===== config.mk =====
export PLATFORM = sky130hd
export DESIGN_NAME = sdp_pipe_impl
export DESIGN_NICKNAME = d
export VERILOG_FILES = /design/src/rtl/sdp_pipe_impl.sv
export SDC_FILE = /design/constraint.sdc
export NUM_CORES = 1
export LEC_CHECK = 0
export BUFFER_PORTS_ARGS = -buffer_cell sky130_fd_sc_hd__buf_2
export CAP_MARGIN = 20
export CORE_ASPECT_RATIO = 0.6
export CORE_MARGIN = 1
export CORE_UTILIZATION = 45
export DETAILED_ROUTE_END_ITERATION = 10
export PLACE_DENSITY_LB_ADDON = 0.05
export SETUP_SLACK_MARGIN = 0.1
export SYNTH_ARGS = -nofsm -noshare
export SYNTH_HDL_FRONTEND = slang
export SYNTH_SLANG_ARGS = --single-unit

===== constraint.sdc =====
create_clock -name clk -period 3.9 [get_ports clk]
set_input_delay 0 -clock clk [delete_from_list [all_inputs] [get_ports clk]]
set_output_delay 0 -clock clk [all_outputs]
set_load 0.05 [all_outputs]

===== src/rtl/sdp_pipe_impl.sv =====
// SDP datapath, three-stage pipeline: op-select, multiply, output register.
// Result and its valid tag appear three non-held edges after the operands.
module sdp_pipe_impl #(
    parameter int WIDTH = 8
) (
    input  logic             clk,
    input  logic             reset,
    input  logic             hold,
    input  logic             in_valid,
    input  logic             ctl_1,
    input  logic             ctl_2,
    input  logic [WIDTH-1:0] a,
    input  logic [WIDTH-1:0] b,
    input  logic [WIDTH-1:0] c,
    output logic [WIDTH-1:0] out,
    output logic             out_valid
);

    typedef struct packed {
        logic [WIDTH-1:0] r0;
        logic [WIDTH-1:0] c1;
        logic             v1;
    } s1_t;

    typedef struct packed {
        logic [WIDTH-1:0] p;
        logic             v2;
    } s2_t;

    s1_t              s1;
    s2_t              s2;
    logic [WIDTH-1:0] op_res;

    always_comb begin
        op_res = '0;
        unique case ({ctl_1, ctl_2})
            2'b00: op_res = a + b;
            2'b01: op_res = a - b;
            2'b10: op_res = a & b;
            2'b11: op_res = a ^ b;
            default: op_res = '0;
        endcase
    end

    // Data loads regardless of in_valid; the valid bits only ride along.
    always_ff @(posedge clk) begin
        if (reset) begin
            s1        <= '0;
            s2        <= '0;
            out       <= '0;
            out_valid <= 1'b0;
        end else if (!hold) begin
            s1.r0     <= op_res;
            s1.c1     <= c;
            s1.v1     <= in_valid;
            s2.p      <= s1.r0 * s1.c1;
            s2.v2     <= s1.v1;
            out       <= s2.p;
            out_valid <= s2.v2;
        end
    end

endmodule


# Word level (Yosys, flattened, before mapping)
# Cells that the tools add are included.
[word_totals] reg_bits=35 latchBits=0 ram_bits=0 mem_bits_ro=0 wordCells=17 mem_count=0
[classes] n_addsub=2 n_mul=1 div_mod_pow=0 n_lt_le_gt_ge=0 eq_ne=3 shifts=0 muxes=1 n_bitwise=2 reduce_logical=1
[ops] op="8-bit one-hot mux with 4 select lines" count=1
[ops] op="8-bit adder" count=1
[ops] op="8-bit bitwise AND" count=1
[ops] op="8-bit by 8-bit multiplier with 8-bit output" count=1
[ops] op="8-bit subtractor" count=1
[ops] op="8-bit bitwise XOR" count=1
[ops] op="2-bit == test (second input constant)" count=2
[ops] op="2-bit by 1-bit == test with 1-bit output (second input constant)" count=1
[ops] op="2-bit zero test" count=1

# Longest topological paths before layout
# Gate-level depths: netlist of the first run.
[logic_depth] word_depth=2 ltp_mapped=13 depth_no_buf=13

# Least setup slack after synthesis of the first run
# OpenSTA, ideal clock, no wires.
[synth_timing] path_kind="register -> register" from="register s1[9] (netlist bit)" to="register s2[8] (netlist bit)" arrival_time_ns=3.388 required_ns=3.784 slack_ns=0.396 stages_incl_launch_ff=14 period_less_slack_ns=3.504 path_cell_list="dfxtp_1 > and2_2 > fa_1 > fa_1 > ha_1 > inv_1 > fa_1 > inv_1 > ha_1 > a21o_1 > a21oi_1 > xnor2_1 > xnor2_1 > o211a_1"
[synth_between] elab_chain_len=1
[synth_rtl] item="from (decl)" line="30" source="s1_t s1;"
[synth_rtl] item="8-bit by 8-bit multiplier with 8-bit output" line="56" source="s2.p <= s1.r0 * s1.c1;"
[synth_rtl] item="to (decl)" line="31" source="s2_t s2;"
# Every way passes these cells.
# A chain may end at the register's enable or synchronous reset.

# Final worst setup path of the first run
[layout_timing] from="register s1[5] (netlist bit)" to="register s2[8] (netlist bit)"
# Same word-level chain as after synthesis.

==> results of run 1 <==
[worst reg2reg max path, stage by stage (launching register included)]
cell     delay [ps]
dfxtp_1         350
and2_2          190
fa_1            460
fa_1            490
ha_1            290
inv_1            50
fa_1            520
inv_1            40
ha_1            330
a21o_1          180
a21oi_2         140
xnor2_1         140
xnor2_1          90
o211a_1         200
[synthesized netlist by cell type, types with 2 or more instances]
cell / instances
nand2b_1: 2
dfxtp_1: 35
a21oi_1: 12
nand3_1: 2
a21o_1: 3
a31oi_1: 6
mux2i_1: 30
nand2_2: 3
o21ai_0: 5
ha_1: 32
a211oi_1: 2
xor2_1: 5
and2_2: 9
xnor2_2: 2
nor3_1: 4
xnor2_1: 19
buf_2: 5
clkbuf_1: 8
o211ai_1: 3
fa_1: 13
nor2b_1: 3
and2_1: 13
inv_1: 34
nand2_1: 23
nor2_1: 38
[routing by layer]
metal  global-route usage (%)  vias to the layer above
li1                         -                     1166
met1                     33.6                     1041
met2                     29.8                       36
met3                     4.24                        2
met4                     4.29                        0
met5                        0                        -
[power by group]
group	switching [µW]	internal [µW]	total, µW
sequential	20.8	377	398
combinational	145	118	263
clock	149	194	343
[metrics by stage]
step / instances / hold slack [ps]
5_1_grt: 451 / 199
4_1_cts: 451 / 161
2_1_floorplan: 325 / 144
3_5_place_dp: 434 / 236
6_report: 451 / 169
3_3_place_gp: 434 / 227
[state kept, by name, indices dropped and copies added, names as in the netlist]
register,count
out,8
s2,9
s1,17
out_valid,1
[final cells by class]
type	count	area, µm²
fill	554	2490
multi-input combinational	243	1960
sequential	35	702
timing repair buffer	51	310
inverter	34	128
tap	80	100
clock buffer	5	68.8
clock inverter	3	47.5
[worst max-delay path by stage]
| stage | to | slack (ps) | depth (start not counted) |
|---|---|---|---|
| CTS | s2[8]$_SDFFE_PP0N_ | 270 | 13 |
| global route | s2[8]$_SDFFE_PP0N_ | 160 | 13 |
| detailed placement | s2[8]$_SDFFE_PP0N_ | 280 | 13 |
| floorplan | s2[8]$_SDFFE_PP0N_ | 400 | 13 |
| finish | s2[8]$_SDFFE_PP0N_ | 320 | 13 |
| global placement | s2[8]$_SDFFE_PP0N_ | 320 | 13 |
[kinds of logic (layout without fill, tap and decap cells)]
logic type | after synthesis | after routing | share of synthesized area, %
AND/OR/NAND/NOR | 101 | 101 | 17.2
buffers and inverters | 47 | 93 | 6.44
adder cells (fa/ha/maj) | 45 | 45 | 23.3
AO/OA/AOI/OAI | 41 | 41 | 9.26
flip-flops | 35 | 35 | 24.7
multiplexers | 30 | 30 | 10.6
XOR/XNOR | 26 | 26 | 8.56
[what timing repair did]
action | 4_1_cts | 5_1_grt
hold endpoints to repair | 9 | 0
endpoints found under the setup margin | 0 | 1
resized for setup | 0 | 2
hold buffers | 9 | 0
==> results.py, run 1 <==
metrics = {
    "placed_design": {
        "gp_congestion": 0.867,
        "hpwl_um": 5060,
        "portBuffers": 38,
        "postPlaceCellArea_um2": 3100,
        "dp_slack_ps": 284,
    },
    "synth": {
        "synth-edff-count": 0,
        "ys.flop_type": "dfxtp_1",
        "synth_nets": 400,
        "yosysWarningCount": 0,
        "synthArstFlopShare_pct": 0,
        "synth.ff_latch_count": 35,
        "avgSynthCellArea_um2": 8.73,
        "yosysSeqAreaShare_pct": 24.7,
        "synth_top_area_share_pct": 24.7,
        "synthDistinctLibCells": 39,
        "synthCells": 325,
        "yosys-top-cells-area": "dfxtp_1 (25%), ha_1 (14%), mux2i_1 (11%)",
        "synth_largest_area_cell": "dfxtp_1",
        "syn_area_um2": 2840,
    },
    "clock_network": {
        "tritoncts": "yes",
        "htreeDepth": 2,
        "clockBufferDepth": 2,
        "clk_pin_slew_ps": 80,
        "cts_sinks": 35,
        "cts_buffers": 5,
        "worstSkewPairLatency_ps": 290,
        "root_buffer": "clkbuf_8",
        "cts_setup_buffers": 0,
    },
    "setup_path": {
        "cp.required_ps": 4090,
        "setup.worst_path.class": "flip-flop to flip-flop",
        "cp_slowest_stage_delay_ps": 520,
        "r2r_start": "s1[5]$_SDFFE_PP0N_",
        "crit_path_end_kind": "flip-flop",
        "slowest_stage": "fa_1",
        "worst_ep_arrival_time_ps": 3770,
        "crit_start": "s1[5]$_SDFFE_PP0N_",
        "reg2reg_depth": 13,
        "critPathBufInv": 2,
        "r2r-end": "s2[8]$_SDFFE_PP0N_",
        "worstPathCellList": "and2_2 -> fa_1 -> fa_1 -> ha_1 -> inv_1 -> fa_1 -> inv_1 -> ha_1 -> a21o_1 -> a21oi_2 -> xnor2_1 -> xnor2_1 -> o211a_1",
        "cpMostUsedCell": "fa_1",
        "regToRegSetupSlack_ps": 320,
        "crit_fanout": 5,
        "cpLargestDelayFamily": "adder cells",
        "worstSetupStartpointType": "flip-flop",
    },
    "sta": {
        "setup_tns_ps": 0,
        "setup_viol": 0,
        "tightest_slew_ps": 636,
        "skew_ps": 10.5,
        "maxSlewViolCount": 0,
        "period_needed_ps": 3580,
        "fmax_mhz": 279,
        "rsz0062_at_grt": "false",
        "min_period_over_period_pct": 91.8,
        "worst_slack_ps": 321,
        "hold_viol": 0,
        "slew_headroom_pct": 57.6,
    },
    "drt": {
        "dr_wl_met2_um": 2310,
        "wl_per_cell_um": 14.1,
        "vias": 2245,
        "wirelength_um": 6340,
        "met1_length_um": 3720,
        "viasPerCell": 4.98,
        "final_antenna_net_count": 0,
        "topRoutingLayerUsed": "met4",
        "drt_pass1_iterations": 4,
        "wl_met3_um": 284,
        "drc": 0,
        "drt-initial-drc-count": 95,
    },
    "floorplanning": {
        "die-area_um2": 6640,
        "start_util_pct": 48.8,
        "die-width_um": 104,
        "core_um2": 5810,
        "rows": 21,
        "io-pin-count": 39,
        "die_y_um": 63.5,
    },
    "run": {
        "maxCapViolCount": 0,
    },
    "finish": {
        "nNetsFinal": 445,
        "final_cell_mix": "nor2_1 (38), buf_2 (38), inv_1 (34), dfxtp_1 (34), ha_1 (32)",
        "antennaDiodeCount": 0,
        "fin_area_um2": 3310,
        "drive_gt1_share_pct": 18.3,
        "area_growth_pct": 16.8,
        "final_util_pct": 57.1,
    },
    "global_routing": {
        "grt_overflow": 0,
        "grt_first_pass_wirelength_um": 11000,
        "grt_max_degree": 37,
        "grt_pass1_vias": 2224,
        "grt_antenna_before_repair": 0,
        "grt_usage_pct": 21.5,
    },
    "min_path": {
        "hold_depth": 3,
        "hold_class": "input port to flip-flop",
        "min-delay-start": "ctl_1",
        "hold_path_end": "s1[12]$_SDFFE_PP0N_",
    },
    "power": {
        "leakage_uw": 0.00164,
        "ir_worst_vdd_v": 0.000168,
        "p_total_uw": 1000,
        "power_density_nw_per_um2": 303,
    },
    "outcome": {
        "status": "finished clean",
    },
}
No activity file was read; power rests on OpenSTA's default activity.
==> inputs of run 2 (changes only) <==
Settings changed: REMOVE_ABC_BUFFERS from default to 1.
==> run 2 against run 1 <==
  * Non-clock buffer count is 2 lower
  * Critical path depth stayed put
  * Cell count is 0.44% lower
  * Utilization is 0.32 points lower
  * Clock power hardly changed
  * First-iteration DRC count is 9.5% higher
  * Via count is 2.0% lower
  * Sequential power hardly changed
  * Critical endpoint unchanged
  * Register-to-register slack worse by 30 ps
  * Power is 1.1% lower
==> results.py, run 2 (synthesis gave the netlist of run 1 again) <==
metrics = {
    "outcome": {
        "status": "finished clean",
    },
    "sta": {
        "period_needed_ps": 3610,
        "maxSlewViolCount": 0,
        "tightest_slew_ps": 901,
        "hold_viol": 0,
        "min_period_over_period_pct": 92.6,
        "skew_ps": 3.73,
        "slew_headroom_pct": 39.9,
        "fmax_mhz": 277,
        "setup_viol": 0,
        "rsz0062_at_grt": "false",
        "worst_slack_ps": 290,
        "setup_tns_ps": 0,
    },
    "finish": {
        "fin_area_um2": 3290,
        "nNetsFinal": 443,
        "antennaDiodeCount": 0,
        "drive_gt1_share_pct": 17.3,
        "area_growth_pct": 16.1,
        "seqCellArea_um2": 701,
        "multi_input_comb_area_um2": 1950,
        "largest_register_ffs": 17,
        "fillers": 547,
        "final_cell_mix": "nor2_1 (38), buf_2 (38), dfxtp_1 (35)",
        "largestRegisters": "s1 (17), s2 (9), out (8)",
        "largest-register": "s1",
        "final_util_pct": 56.7,
    },
    "floorplanning": {
        "die-area_um2": 6640,
        "die-width_um": 104,
        "rows": 21,
        "core_um2": 5810,
        "die_y_um": 63.5,
        "start_util_pct": 48.8,
        "io-pin-count": 39,
    },
    "drt": {
        "drc": 0,
        "viasPerCell": 4.90,
        "wl_per_cell_um": 12.8,
        "wirelength_um": 5730,
        "drt_pass1_iterations": 4,
        "vias": 2199,
        "drt-initial-drc-count": 104,
        "final_antenna_net_count": 0,
    },
    "setup_path": {
        "worst_ep_arrival_time_ps": 3800,
        "crit_start": "s1[10]$_SDFFE_PP0N_",
        "r2r_start": "s1[10]$_SDFFE_PP0N_",
        "setup.worst_path.class": "flip-flop to flip-flop",
        "worstSetupStartpointType": "flip-flop",
        "crit_path_end_kind": "flip-flop",
        "cp.required_ps": 4090,
        "crit_fanout": 8,
    },
    "power": {
        "p_switching_uw": 292,
        "p_total_uw": 993,
        "clock_power_share_pct": 34.5,
        "leakage_uw": 0.00163,
        "power_frac_seq_pct": 39.9,
        "ir_worst_vdd_v": 0.000156,
        "p_int_uw": 701,
        "power_density_nw_per_um2": 301,
        "comb_power_share_pct": 25.6,
        "switching_share_pct": 29.4,
    },
    "clock_network": {
        "clockBufferDepth": 2,
        "cts_setup_buffers": 0,
        "ctsHoldBuffers": 9,
        "cts.repair.resized": 0,
        "clk_pin_slew_ps": 70,
        "worstSkewPairLatency_ps": 290,
        "tritoncts": "yes",
        "cts_buffers": 5,
        "htreeDepth": 2,
        "cts_sinks": 35,
        "root_buffer": "clkbuf_8",
    },
    "global_routing": {
        "grt_usage_pct": 19.7,
        "grt_overflow": 0,
        "grt_max_degree": 37,
        "grt_first_pass_wirelength_um": 10300,
        "grt_antenna_before_repair": 0,
        "grt_pass1_vias": 2151,
    },
    "run": {
        "maxCapViolCount": 0,
    },
    "placed_design": {
        "dp_slack_ps": 269,
        "postPlaceCellArea_um2": 3090,
        "gp_congestion": 0.819,
        "portBuffers": 38,
        "hpwl_um": 4550,
    },
    "min_path": {
        "min-delay-start": "reset",
        "hold_class": "input port to flip-flop",
    },
}
[run 2: cell count changes in the layout (fill, tap and decap cells not counted), sizes merged]
cell    before  now
buf         42   40
clkbuf       5    6
inv         35   34
[run 2: critical path, stage by stage (launching register included)]
cell     delay [ps]
dfxtp_1         380
and2_1          200
fa_1            430
fa_1            490
ha_1            290
inv_1            50
fa_1            520
inv_1            40
ha_1            330
a21o_1          170
a21oi_1         160
xnor2_1         150
xnor2_1          90
o211a_1         200
[run 2: cell type report]
type                    instances  share of cell area [%]
well taps                      80                    3.04
inverters                      34                    3.87
clock buffers                   6                    2.51
repair buffers                 49                    8.96
multi-input cells             243                    59.3
flip-flops and latches         35                    21.3
clock inverters                 2                    1.06
[run 2: metal layers]
layer  wire length (µm)  GRT usage (%)
met2               2120           27.8
met5                  0              0
met3                259           4.14
met4                 59           6.61
met1               3290           29.3
[run 2: worst paths after layout]
kind / cells after the start / slack [ps] / to
max: 13 / 290 / s2[8]$_SDFFE_PP0N_
max reg2reg: 13 / 290 / s2[8]$_SDFFE_PP0N_
min: 2 / 200 / out[4]$_SDFFE_PP0N_
min reg2reg: 2 / 460 / s2[7]$_SDFFE_PP0N_
[run 2: metrics by stage]
step | std cells | hold slack [ps]
after global routing | 449 | 208
after detailed placement | 432 | 237
after floorplan | 312 | 69.1
after CTS | 449 | 190
after global placement | 432 | 230
final | 449 | 202
[run 2: power groups by stage]
stage / logic (µW) / clock network, µW / registers [µW]
5_1_grt: 289 / 376 / 400
4_1_cts: 256 / 353 / 396
3_5_place_dp: 247 / 0 / 405
3_3_place_gp: 244 / 0 / 404
6_report: 254 / 343 / 396
2_1_floorplan: 164 / 0 / 406
==> inputs of run 3 (changes only) <==
Settings changed: CAP_MARGIN 20 to default.
Clock period 3.9 ns to 3.2 ns, I/O delays scaled along.
==> run 3 against run 2 <==
  * The flow now finishes with violations (negative setup slack)
  * Global-route usage up 0.31 points
  * Combinational power up 56%
  * Clock skew down 2.5 ps
  * Power up 37%
  * Critical path type unchanged
==> results.py, run 3 (synthesis gave the netlist of run 1 again) <==
metrics = {
    "outcome": {
        "status": "finished, violations left",
        "violations": "negative setup slack",
    },
    "power": {
        "p_int_uw": 968,
        "leakage_uw": 0.00181,
        "p_switching_uw": 388,
        "clock_power_share_pct": 35.3,
        "comb_power_share_pct": 29.3,
        "p_total_uw": 1360,
        "switching_share_pct": 28.6,
        "power_frac_seq_pct": 35.4,
        "power_density_nw_per_um2": 360,
        "ir_worst_vdd_v": 0.000231,
    },
    "setup_path": {
        "crit_path_end_kind": "flip-flop",
        "r2r_start": "s1[11]$_SDFFE_PP0N_",
        "slowest_stage": "fa_2",
        "regToRegSetupSlack_ps": -170,
        "cpLargestDelayFamily": "adder cells",
        "crit_start": "s1[11]$_SDFFE_PP0N_",
        "cp_slowest_stage_delay_ps": 540,
        "worst_ep_arrival_time_ps": 3550,
        "setup.worst_path.class": "flip-flop to flip-flop",
        "critPathBufInv": 4,
        "worstSetupStartpointType": "flip-flop",
        "cp.required_ps": 3380,
        "crit_fanout": 4,
        "cpMostUsedCell": "inv_2",
        "worstPathCellList": "buf_6 -> nand2_2 -> fa_1 -> inv_2 -> ha_4 -> inv_2 -> fa_1 -> fa_2 -> inv_2 -> ha_4 -> a21oi_4 -> xnor2_2 -> xnor2_1 -> o211a_1",
    },
    "min_path": {
        "min-delay-start": "ctl_1",
        "hold_class": "input port to flip-flop",
    },
    "clock_network": {
        "clockBufferDepth": 2,
        "worstSkewPairLatency_ps": 280,
        "cts_buffers": 5,
        "root_buffer": "clkbuf_8",
        "cts_sinks": 35,
        "clk_pin_slew_ps": 70,
        "htreeDepth": 2,
        "tritoncts": "yes",
    },
    "global_routing": {
        "grt_overflow": 0,
        "grt_pass1_vias": 2251,
        "grt_first_pass_wirelength_um": 10500,
        "grt_antenna_before_repair": 0,
        "grt_usage_pct": 20.0,
        "grt_max_degree": 37,
    },
    "finish": {
        "largest_register_ffs": 17,
        "largestRegisters": "s1 (17), s2 (9), out (8)",
        "final-instance-count-excl-fill": 482,
        "drive_gt1_share_pct": 33.8,
        "nNetsFinal": 476,
        "antennaDiodeCount": 0,
        "area_growth_pct": 32.6,
        "final_util_pct": 64.8,
        "largest-register": "s1",
        "final_cell_mix": "nor2_1 (38), buf_2 (38), mux2i_1 (30)",
        "fillers": 489,
    },
    "drt": {
        "met1_length_um": 3500,
        "vias": 2366,
        "wirelength_um": 6410,
        "final_antenna_net_count": 0,
        "drc": 0,
        "topRoutingLayerUsed": "met4",
        "dr_wl_met2_um": 2630,
        "wl_met3_um": 272,
        "viasPerCell": 4.91,
        "wl_per_cell_um": 13.3,
        "drt-initial-drc-count": 117,
        "drt_pass1_iterations": 4,
    },
    "floorplanning": {
        "io-pin-count": 39,
        "die-width_um": 104,
        "die_y_um": 63.5,
        "die-area_um2": 6640,
        "rows": 21,
        "start_util_pct": 48.8,
        "core_um2": 5810,
    },
    "sta": {
        "worst_slack_ps": -165,
        "whs_ps": 194,
        "period_needed_ps": 3370,
        "setup_viol": 2,
        "rsz0062_at_grt": "true",
        "fmax_mhz": 297,
        "maxSlewViolCount": 0,
        "min_period_over_period_pct": 105,
        "hold_viol": 0,
        "tightest_slew_ps": 616,
        "skew_ps": 1.21,
        "slew_headroom_pct": 58.9,
        "setup_tns_ps": -268,
    },
    "placed_design": {
        "hpwl_um": 4810,
        "gp_congestion": 0.807,
        "dpl.cell_count": 456,
        "portBuffers": 38,
    },
    "run": {
        "maxCapViolCount": 0,
    },
}
## run 3: worst reg2reg max path, stage by stage, from the launching register on
cell     delay, ps
dfxtp_2        360
buf_6          100
nand2_2         50
fa_1           520
inv_2           50
ha_4           260
inv_2           30
fa_1           500
fa_2           540
inv_2           40
ha_4           280
a21oi_4         60
xnor2_2        130
xnor2_1        130
o211a_1        200
## run 3: layout make-up
class / count / area, µm² / share of cell area, %
Sequential cell: 35 / 719 / 19.1
Clock inverter: 3 / 67.6 / 1.80
Tap cell: 80 / 100 / 2.66
Timing Repair Buffer: 82 / 569 / 15.1
Clock buffer: 5 / 68.8 / 1.83
Inverter: 34 / 128 / 3.39
Multi-Input combinational cell: 243 / 2110 / 56.1
## run 3: power by group through the flow
stage                     logic (µW)  clock network [µW]  registers (µW)
after floorplan                  200                   0             495
after global placement           333                   0             488
after detailed placement         340                   0             488
after CTS                        380                 491             478
after global routing             442                 511             483
final                            397                 479             480
## run 3: final timing paths
| check | endpoint | depth (start not counted) |
|---|---|---|
| worst max-delay path | s2[8]$_SDFFE_PP0N_ | 14 |
| worst min-delay path | s1[12]$_SDFFE_PP0N_ | 3 |
| worst max register to register | s2[8]$_SDFFE_PP0N_ | 14 |
| worst min register to register | s2[7]$_SDFFE_PP0N_ | 2 |
## run 3: what timing repair did
action,4_1_cts,5_1_grt
hold buffers,9,0
setup buffers,6,5
setup endpoints to repair,3,3
pin swaps,25,13
resized for setup,33,24
gates cloned,0,0
endpoints found under the hold margin,9,0
## run 3: metrics by stage
stage / worst slack, ps / area, µm²
final: -165 / 3760
after global routing: -237 / 3760
after global placement: -336 / 3270
after detailed placement: -388 / 3270
after floorplan: -304 / 2780
after CTS: -140 / 3650
## run 3: routing by layer
layer  vias to the layer above  global-route usage [%]
li1                       1232                       -
met1                      1090                    30.4
met2                        42                    29.7
met3                         2                    3.42
met4                         0                    3.21
met5                         -                       0
